## config.mk

```make
export PLATFORM = sky130hd
export DESIGN_NAME = multicycle_ctrl
export DESIGN_NICKNAME = d
export VERILOG_FILES = /design/src/rtl/multicycle_ctrl.sv
export SDC_FILE = /design/constraint.sdc
export NUM_CORES = 1
export LEC_CHECK = 0
export BUFFER_PORTS_ARGS = -buffer_cell sky130_fd_sc_hd__buf_4
export CELL_PAD_IN_SITES_DETAIL_PLACEMENT = 0
export CELL_PAD_IN_SITES_GLOBAL_PLACEMENT = 1
export CORE_MARGIN = 5
export CORE_UTILIZATION = 42
export DETAILED_ROUTE_END_ITERATION = 6
export PLACE_DENSITY_LB_ADDON = 0.1
export SLEW_MARGIN = 20
export SYNTH_ARGS = -nofsm -noshare
export SYNTH_HDL_FRONTEND = slang
export SYNTH_SLANG_ARGS = --single-unit
```

## constraint.sdc

```tcl
create_clock -name clk -period 5.4 [get_ports clk]
set_input_delay 1.35 -clock clk [delete_from_list [all_inputs] [get_ports clk]]
set_output_delay 1.35 -clock clk [all_outputs]
set_load 0.02 [all_outputs]
```

## src/rtl/multicycle_ctrl.sv

```systemverilog
// multicycle_ctrl: RV32I multi-cycle control FSM sequencing fetch, decode, execute, memory and writeback.
module multicycle_ctrl #(
    parameter int CNT_WIDTH = 32,
    parameter int OPC_W     = 7
) (
    input  logic                 clk,
    input  logic                 rst_n,
    input  logic                 run,
    input  logic [OPC_W-1:0]     opcode,
    input  logic                 mem_ready,
    input  logic                 branch_taken,
    output logic                 mem_req,
    output logic                 mem_we,
    output logic                 addr_sel,
    output logic                 ir_we,
    output logic                 alu_out_we,
    output logic [1:0]           alu_a_sel,
    output logic                 alu_b_sel,
    output logic                 rf_we,
    output logic [1:0]           wb_sel,
    output logic                 pc_we,
    output logic [1:0]           pc_sel,
    output logic                 illegal,
    output logic [2:0]           state,
    output logic [CNT_WIDTH-1:0] instret
);
    typedef enum logic [2:0] {
        FETCH  = 3'd0,
        DECODE = 3'd1,
        EXEC   = 3'd2,
        MEM    = 3'd3,
        WB     = 3'd4,
        TRAP   = 3'd5
    } state_t;

    localparam logic [OPC_W-1:0] OPC_LUI    = OPC_W'(7'b0110111);
    localparam logic [OPC_W-1:0] OPC_AUIPC  = OPC_W'(7'b0010111);
    localparam logic [OPC_W-1:0] OPC_JAL    = OPC_W'(7'b1101111);
    localparam logic [OPC_W-1:0] OPC_JALR   = OPC_W'(7'b1100111);
    localparam logic [OPC_W-1:0] OPC_BRANCH = OPC_W'(7'b1100011);
    localparam logic [OPC_W-1:0] OPC_LOAD   = OPC_W'(7'b0000011);
    localparam logic [OPC_W-1:0] OPC_STORE  = OPC_W'(7'b0100011);
    localparam logic [OPC_W-1:0] OPC_OPIMM  = OPC_W'(7'b0010011);
    localparam logic [OPC_W-1:0] OPC_OP     = OPC_W'(7'b0110011);

    state_t cur, nxt;
    logic   is_lui, is_auipc, is_jal, is_jalr, is_branch, is_load, is_store, is_opimm, is_op;
    logic   legal, retire, set_illegal;

    assign is_lui    = opcode == OPC_LUI;
    assign is_auipc  = opcode == OPC_AUIPC;
    assign is_jal    = opcode == OPC_JAL;
    assign is_jalr   = opcode == OPC_JALR;
    assign is_branch = opcode == OPC_BRANCH;
    assign is_load   = opcode == OPC_LOAD;
    assign is_store  = opcode == OPC_STORE;
    assign is_opimm  = opcode == OPC_OPIMM;
    assign is_op     = opcode == OPC_OP;
    assign legal     = is_lui | is_auipc | is_jal | is_jalr | is_branch |
                       is_load | is_store | is_opimm | is_op;

    // An instruction retires on whichever transition brings the FSM back to FETCH.
    assign retire      = (nxt == FETCH) && (cur != FETCH);
    assign set_illegal = (cur == DECODE) && !legal;
    assign state       = cur;

    always_ff @(posedge clk or negedge rst_n) begin
        if (!rst_n) begin
            cur     <= FETCH;
            illegal <= 1'b0;
            instret <= '0;
        end else begin
            cur <= nxt;
            if (set_illegal) illegal <= 1'b1;
            if (retire) instret <= instret + CNT_WIDTH'(1);
        end
    end

    always_comb begin
        nxt        = cur;
        mem_req    = 1'b0;
        mem_we     = 1'b0;
        addr_sel   = 1'b0;
        ir_we      = 1'b0;
        alu_out_we = 1'b0;
        alu_a_sel  = 2'd0;
        alu_b_sel  = 1'b0;
        rf_we      = 1'b0;
        wb_sel     = 2'd0;
        pc_we      = 1'b0;
        pc_sel     = 2'd0;
        case (cur)
            FETCH: begin
                mem_req = run;
                if (run && mem_ready) begin
                    ir_we = 1'b1;
                    nxt   = DECODE;
                end
            end
            DECODE: nxt = legal ? EXEC : TRAP;
            EXEC: begin
                alu_out_we = 1'b1;
                alu_a_sel  = is_lui ? 2'd2 : (is_auipc || is_jal) ? 2'd1 : 2'd0;
                alu_b_sel  = !(is_op || is_branch);
                if (is_branch) begin
                    pc_we  = 1'b1;
                    pc_sel = branch_taken ? 2'd1 : 2'd0;
                    nxt    = FETCH;
                end else begin
                    nxt = (is_load || is_store) ? MEM : WB;
                end
            end
            MEM: begin
                mem_req  = 1'b1;
                addr_sel = 1'b1;
                mem_we   = is_store;
                if (mem_ready) begin
                    pc_we = is_store;
                    nxt   = is_store ? FETCH : WB;
                end
            end
            WB: begin
                rf_we  = 1'b1;
                pc_we  = 1'b1;
                wb_sel = is_load ? 2'd1 : (is_jal || is_jalr) ? 2'd2 : 2'd0;
                pc_sel = is_jal ? 2'd1 : is_jalr ? 2'd2 : 2'd0;
                nxt    = FETCH;
            end
            TRAP:    nxt = TRAP;
            default: nxt = FETCH;
        endcase
        // Strobes must fall the instant reset asserts, not at the next edge.
        if (!rst_n) begin
            mem_req    = 1'b0;
            mem_we     = 1'b0;
            addr_sel   = 1'b0;
            ir_we      = 1'b0;
            alu_out_we = 1'b0;
            alu_a_sel  = 2'd0;
            alu_b_sel  = 1'b0;
            rf_we      = 1'b0;
            wb_sel     = 2'd0;
            pc_we      = 1'b0;
            pc_sel     = 2'd0;
        end
    end
endmodule

```

# [After elaboration in Yosys (flattened, before gate mapping)]
# Index checks and enable logic that the tools add are counted.
[op_classes] add_sub_neg=1 n_eq_ne=14 mux=40 bitwise=8 n_reduce_logical=12
[op_table] operator="$add A32 B1 Y32 const B" count=1
[op_table] operator="$eq A7 B6 Y1 const B" count=3
[op_table] operator="$eq A7 B7 Y1 const B" count=3
[op_table] operator="$mux W1" count=20
[op_table] operator="$mux W2" count=10
[op_table] operator="$mux W3" count=6
[op_table] operator="$pmux W3 S5" count=1
[op_table] operator="$eq A7 B5 Y1 const B" count=2
[op_table] operator="$or A1 B1 Y1" count=8
[op_table] operator="$eq A7 B2 Y1 const B" count=1
[op_table] operator="$eq A3 B2 Y1 const B" count=2
[op_table] operator="$eq A3 B3 Y1 const B" count=2
[op_table] operator="$logic_not A3 Y1" count=2
[op_table] operator="$logic_or A1 B1 Y1" count=4
[op_table] operator="$pmux W2 S2" count=1
[op_table] operator="$eq A3 B1 Y1 const B" count=1
[op_table] operator="$logic_and A1 B1 Y1" count=3
[op_table] operator="$pmux W1 S3" count=1
[op_table] operator="$reduce_bool A3 Y1" count=1
[op_table] operator="$logic_not A1 Y1" count=2
[op_table] operator="$pmux W1 S2" count=1
[totals] regBits=36 output_inout_bits=50

# [Logic depth before layout (Yosys ltp)]
# Gate-level depths: netlist (run 1).
[depth] word_depth=13 depth_mapped=7

# [Worst setup path after synthesis (run 1)]
# No wires, ideal clock.
[synth_path] path_type="input -> output" from="input port opcode[6]" to="output port alu_a_sel[1]" arrival_ps=2585 slack_ps=1465 path_stages=4 n_path_buf=1 cell_sequence="buf_2 -> nor4b_1 -> nand2_1 -> nor4_1"
[synth_via] elab_chain_cells=4
[synth_rtl] element="start: declaration" line="9" source="input logic [OPC_W-1:0] opcode,"
[synth_rtl] element="$eq A7 B6 Y1" line="50" source="assign is_lui = opcode == OPC_LUI;"
[synth_rtl] element="$mux W2" line="103" source="alu_a_sel = is_lui ? 2'd2 : (is_auipc || is_jal) ? 2'd1 : 2'd0;"
[synth_rtl] element="$mux W2" line="92" source="case (cur)"
[synth_rtl] element="$mux W2" line="133" source="if (!rst_n) begin"
[synth_rtl] element="end: declaration" line="17" source="output logic [1:0] alu_a_sel,"
# No other way between the ends.

# [Worst setup path in the final report (run 1)]
[layout_path] from="input port opcode[2]" to="output port pc_sel[0]"
[layout_via] elab_chain_cells=4 elab_cells_between_ends=6 classes_between="eq/ne (2); mux (4)"
[layout_rtl] element="$eq A7 B7 Y1 (on tied branches)" line="52, 54"
[layout_rtl] element="$mux W2 or $mux W1 (tied branches)" line="126, 105"
[layout_rtl] element="$pmux W2 S2 (*)" line="92"
[layout_rtl] element="$mux W2 (*)" line="133"
[layout_rtl] element="end: declaration" line="22" source="output logic [1:0] pc_sel,"
# Every way passes the cells marked *; elsewhere a longest branch is shown, timed or not.

==> results of run 1 <==
## cells by family after synthesis
| logic type | after synthesis |
|---|---|
| simple gates | 105 |
| flops | 36 |
| xor+xnor | 32 |
| compound gates | 19 |
| buf+inv | 15 |
| fa+ha+maj | 2 |
| mux | 1 |
## critical path: cells and delay by family
| family | cells | cell delay (ps) |
|---|---|---|
| and+or+nand+nor | 4 | 800 |
| AOI/OAI and AO/OA | 1 | 110 |
| buffers and inverters | 2 | 300 |
## power by group through the flow
stage | logic (W) | registers [W] | clock network, W
2_1_floorplan | 0.000128 | 0.000372 | 0
3_3_place_gp | 0.000238 | 0.000359 | 0
3_5_place_dp | 0.000239 | 0.000358 | 0
4_1_cts | 0.000239 | 0.000353 | 0.000204
5_1_grt | 0.000259 | 0.000360 | 0.000216
6_report | 0.000236 | 0.000352 | 0.000198
## per-stage QoR
| stage | hold slack [ps] | total power [W] | std cells | utilization | area (µm²) |
|---|---|---|---|---|---|
| 2_1_floorplan | 577.7 | 0.0004999 | 210 | - | 2087 |
| 3_5_place_dp | 459.5 | 0.0005963 | 331 | 0.5412 | 2590 |
| 5_1_grt | 500.5 | 0.0008354 | 339 | 0.5600 | 2680 |
| 4_1_cts | 472.2 | 0.0007964 | 339 | 0.5600 | 2680 |
| 3_3_place_gp | 459.4 | 0.0005973 | 331 | 0.5412 | 2590 |
| 6_report | 465.3 | 0.0007858 | 339 | 0.5600 | 2680 |
## path summary, 6_finish.rpt
check	end	slack (ps)	depth (start not counted)
hold / removal	instret[31]	470	1
setup reg to reg	instret[1]	2980	5
max in group asynchronous	instret[27]	4020	1
min in group asynchronous	instret[1]	1030	1
hold reg to reg	instret[31]	470	1
setup / recovery	pc_sel[0]	1490	7
## cell type report
cell class	instances	area, µm²
well taps	67	83.83
clock buffers	8	90.09
repair buffers	63	473.0
multi-input cells	159	1110
flip-flops and latches	36	900.9
inverters	6	22.52
fillers	459	2106
## layer usage
layer,track usage,part of all wire
met1,0.2278,0.48
met2,0.2608,0.45
met3,0.04148,0.058
met4,0.04561,0.013
met5,0,0
## sequential cells by signal, summed over array words and instances, names as in the netlist
name / cells
state: 3
instret: 32
illegal: 1
## layout by cell type, fill, tap and decap left out, types with 2 or more instances in the layout
cell type,instances
buf_4,63
dfrtp_1,36
xor2_1,18
nand2_1,17
xnor2_1,14
nand3_1,13
nand4_1,12
nor2_1,10
nor4_1,9
nor3_2,7
and3_1,7
inv_1,6
nor3_1,6
clkbuf_8,6
nand2b_1,4
nor3b_2,4
o21ai_0,3
nor2b_1,3
a21oi_1,3
o21a_1,3
and4b_1,2
nor3b_1,2
clkbuf_1,2
## synthesized netlist by cell type, types with 6 or more instances
cell type  count  share of area
xor2_1        18          0.076
nor4_1         9          0.027
nand2_1       17          0.031
nor3_2         7          0.034
nor2_1        10          0.018
nor3_1         6          0.014
nand4_1       12          0.036
and3_1         7          0.021
inv_1          6          0.011
dfrtp_1       36           0.43
xnor2_1       14          0.059
nand3_1       13          0.031
==> impl_metrics.yaml, run 1 <==
cts:
  cts_tree: "yes"
  clockBufferDepth: 2
  hold_buffers: 0
  post_cts_buffers: 0
  cts_sinks: 36
  clk_pin_slew_ps: 60
  clkLatencyLatePin_ps: 290
  h-tree-depth: 2
  clockRootBuffer: "clkbuf_8"
  numCtsBuffers: 5
  cts.repair.resized: 0
floorplan:
  rows: 25
  io_pins: 62
  die_h_um: 80.49
  dieArea_mm2: 0.006479
  die_w_um: 80.49
  start_util: 0.4361
  coreArea_mm2: 0.004786
timing:
  period_needed_ps: 3911
  hold_viol_final: 0
  layout_setup_ws_ps: 1489
  worstMarginPinSlew_ps: 882.2
  max_freq_mhz: 255.7
  clock_skew_ps: 10.75
  tns_ps: 0
  setup_violations: 0
  fin_crit_sh: 0.7242
  slew_viol_final: 0
  relSlewSlack: 0.4118
  rsz0062_at_grt: "no"
min_path:
  min_from: "instret[31]"
  hold_path.class: "reg -> reg"
logic_synthesis:
  synthMuxAreaShare: 0.005396
  synth-seq-cells: 36
  synth_flop_cell: "dfrtp_1"
  synth_fp_nets: 223
  ys_seq_area_frac: 0.4317
  synth.cell_area_mm2: 0.002087
  synth-compound-area-share: 0.06475
  synthAdderAreaFrac: 0.01139
  synth_simple_gate_area_frac: 0.3159
  synth_warnings: 0
  synth_xor_area_frac: 0.1343
  syn_inst: 210
  synth_top_family_by_area: "simple AND/OR/NAND/NOR gates"
  avgSynthCellArea_um2: 9.938
  synth_cell_types: 45
  synth_edf_count: 0
  async_reset_ff_frac: 1.000
global_route:
  grt_pass1_wl_um: 8452
  grt_max_degree: 41
  grt_usage: 0.1664
  overflow: 0
  grt_pass1_vias: 1704
  antenna_found_initial: 0
placement:
  place_ws_ps: 1442
  io_buffers: 61
  place.gp.congestion: 0.7454
  dp_hpwl_um: 3597
critical_path:
  critPathMaxFanout: 4
  path_cells: "buf_4, nand4bb_1, nor3_1, nand3_1, o21a_1, nor3b_1, buf_4"
  critPathLaunchType: "input port"
  critPathMaxStageDelay_ps: 290
  slowest_stage: "nor3_1"
  crit_arrival_ps: 2560
  crit_required_ps: 4050
  r2r_start: "state[2]"
  cpMostUsedCell: "buf_4"
  critPathKind: "in -> out"
  end_kind: "output port"
  cp-startpoint: "opcode[2]"
detailed_routing:
  vias_per_cell: 5.263
  routedWlPerCell_um: 14.75
  wl_um: 5000
  first_pass_iters: 4
  num_vias: 1784
  drc: 0
  ant_nets: 0
  first_iter_violations: 105
power:
  pwr-share-comb: 0.300
  p_per_area_mw_per_mm2: 293.2
  seqPwrFrac: 0.449
  p_int_w: 0.0005067
  p_leak_nw: 1.252
  switching_share: 0.3552
  switching_power_w: 0.0002791
  clock_power_share: 0.251
  vdd_drop_max_mv: 0.2811
status:
  outcome: "complete, no violations"
layout:
  antenna_cells: 0
  nNetsFinal: 284
  area_growth_pct: 28.42
  drive_gt1_frac: 0.3199
flow_run:
  drv_cap: 0
Note: power is estimated with default switching activity, not from simulation.
==> run 2: changes to the inputs <==
Settings changed: CORE_UTILIZATION 42 to 39.
Clock period 5.4 ns to 3.9 ns, I/O delays scaled along.
==> run 2 against run 1 <==
  * Count of clock-buffer cells in the layout is 2 lower
  * Register-to-register slack worse by 1500 ps
  * Sequential share of layout area decreased by 0.36 points
  * Via count increased by 0.22%
  * Cell area is 1.1% higher
  * First-iteration DRC count down 54%
  * Clock power grew 64%
  * Clock skew barely moved
  * Non-clock buffer count rose by 1
  * Die area up 6.7%
  * Wire length increased by 5.2%
==> impl_metrics.yaml, run 2 (synthesis gave the netlist of run 1 again) <==
layout:
  n_fill_cell: 530
  nNetsFinal: 285
  instances_no_fill: 343
  final_common_cell: "buf_4"
  layout_common_cells: "buf_4, dfrtp_1, xor2_1"
  antenna_cells: 0
  top_register: "instret"
  largest_reg_flops: 32
  area_growth_pct: 29.80
  drive_gt1_frac: 0.3260
  utilization: 0.5270
global_route:
  antenna_found_initial: 0
  grt_pass1_vias: 1762
  grt_usage: 0.1519
  grt_max_degree: 37
  overflow: 0
  grt_pass1_wl_um: 8769
detailed_routing:
  wl_um: 5258
  num_vias: 1788
  ant_nets: 0
  routedWlPerCell_um: 15.33
  first_iter_violations: 48
  first_pass_iters: 4
  vias_per_cell: 5.213
  drc: 0
power:
  pwr-share-comb: 0.287
  p_per_area_mw_per_mm2: 421.1
  p_int_w: 0.0007478
  seqPwrFrac: 0.428
  clock_power_share: 0.285
  p_leak_nw: 1.267
  vdd_drop_max_mv: 0.3579
  switching_share: 0.3445
  switching_power_w: 0.0003930
floorplan:
  dieArea_mm2: 0.006914
  io_pins: 62
  coreArea_mm2: 0.005140
  die_h_um: 83.15
  die_w_um: 83.15
  rows: 26
  start_util: 0.4060
cts:
  clockBufferDepth: 2
  numCtsBuffers: 5
  cts.repair.resized: 0
  cts_sinks: 36
  hold_buffers: 0
  clockRootBuffer: "clkbuf_8"
  cts_tree: "yes"
  clkLatencyLatePin_ps: 290
  clk_pin_slew_ps: 80
  post_cts_buffers: 0
  h-tree-depth: 2
placement:
  io_buffers: 61
  place.gp.congestion: 0.7332
  dp_hpwl_um: 3769
  dp_cells: 335
timing:
  rsz0062_at_grt: "no"
  worstMarginPinSlew_ps: 842.6
  period_needed_ps: 3177
  max_freq_mhz: 314.7
  setup_violations: 0
  tns_ps: 0
  clock_skew_ps: 10.77
  fin_crit_sh: 0.8147
  slew_viol_final: 0
  relSlewSlack: 0.4383
  hold_viol_final: 0
critical_path:
  critPathLaunchType: "input port"
  crit_required_ps: 2920
  critPathKind: "in -> out"
  critPathMaxFanout: 4
  end_kind: "output port"
  crit_arrival_ps: 2200
min_path:
  hold_path.class: "reg -> reg"
flow_run:
  drv_cap: 0
status:
  outcome: "complete, no violations"
run 2: cell count changes in the layout (fill, tap and decap cells not counted):
| cell | change |
|---|---|
| buf_4 | +1 |
| clkinv_2 | +1 |
| bufinv_16 | +1 |
| clkbuf_1 | -1 |
| clkbuf_8 | -1 |
run 2: power by group through the flow:
stage          Combinational [W]  Sequential (W)  Clock [W]
4_1_cts                 0.000333        0.000489   0.000339
5_1_grt                 0.000357        0.000500   0.000352
2_1_floorplan           0.000178        0.000514          0
3_3_place_gp            0.000330        0.000496          0
6_report                0.000328        0.000488   0.000325
3_5_place_dp            0.000332        0.000496          0
run 2: critical path, cell delays in order:
cell,delay [ps]
buf_4,120
nand4bb_1,220
nor3_1,300
nand3_1,120
o21a_1,110
nor3b_1,180
buf_4,180
run 2: area by class of cell:
| type | count | area, µm² | share of cell area |
|---|---|---|---|
| Multi-Input combinational cell | 159 | 1110 | 0.4097 |
| Tap cell | 70 | 87.58 | 0.03233 |
| Sequential cell | 36 | 900.9 | 0.3326 |
| Clock buffer | 6 | 72.57 | 0.02679 |
| Timing Repair Buffer | 64 | 480.5 | 0.1774 |
| Inverter | 6 | 22.52 | 0.008314 |
| Clock inverter | 2 | 35.03 | 0.01293 |
run 2: worst paths after layout:
path                             start           to  slack (ps)  cells after the start
min in group asynchronous        rst_n   instret[4]         770                      2
setup reg to reg              state[2]   instret[1]        1510                      5
hold / removal             instret[31]  instret[31]         470                      1
max in group asynchronous        rst_n   instret[2]        2800                      2
setup / recovery             opcode[2]    pc_sel[0]         720                      7
hold reg to reg            instret[31]  instret[31]         470                      1
run 2: routing by layer:
layer	global-route usage	routed length, µm	up-vias
met3	0.04554	352	5
met1	0.2138	2485	849
met2	0.2267	2364	56
li1	-	-	878
met4	0.04012	55	0
met5	0	0	-
run 2: through the flow:
stage | hold WS (ps) | total power (W) | setup slack, ps | cell area, µm²
after floorplan | 577.7 | 0.0006922 | 715.0 | 2087
after global placement | 456.4 | 0.0008267 | 753.9 | 2601
after detailed placement | 458.8 | 0.0008278 | 736.0 | 2601
after CTS | 473.4 | 0.001161 | 729.4 | 2709
after global routing | 501.6 | 0.001210 | 595.1 | 2709
final | 469.9 | 0.001141 | 722.8 | 2709
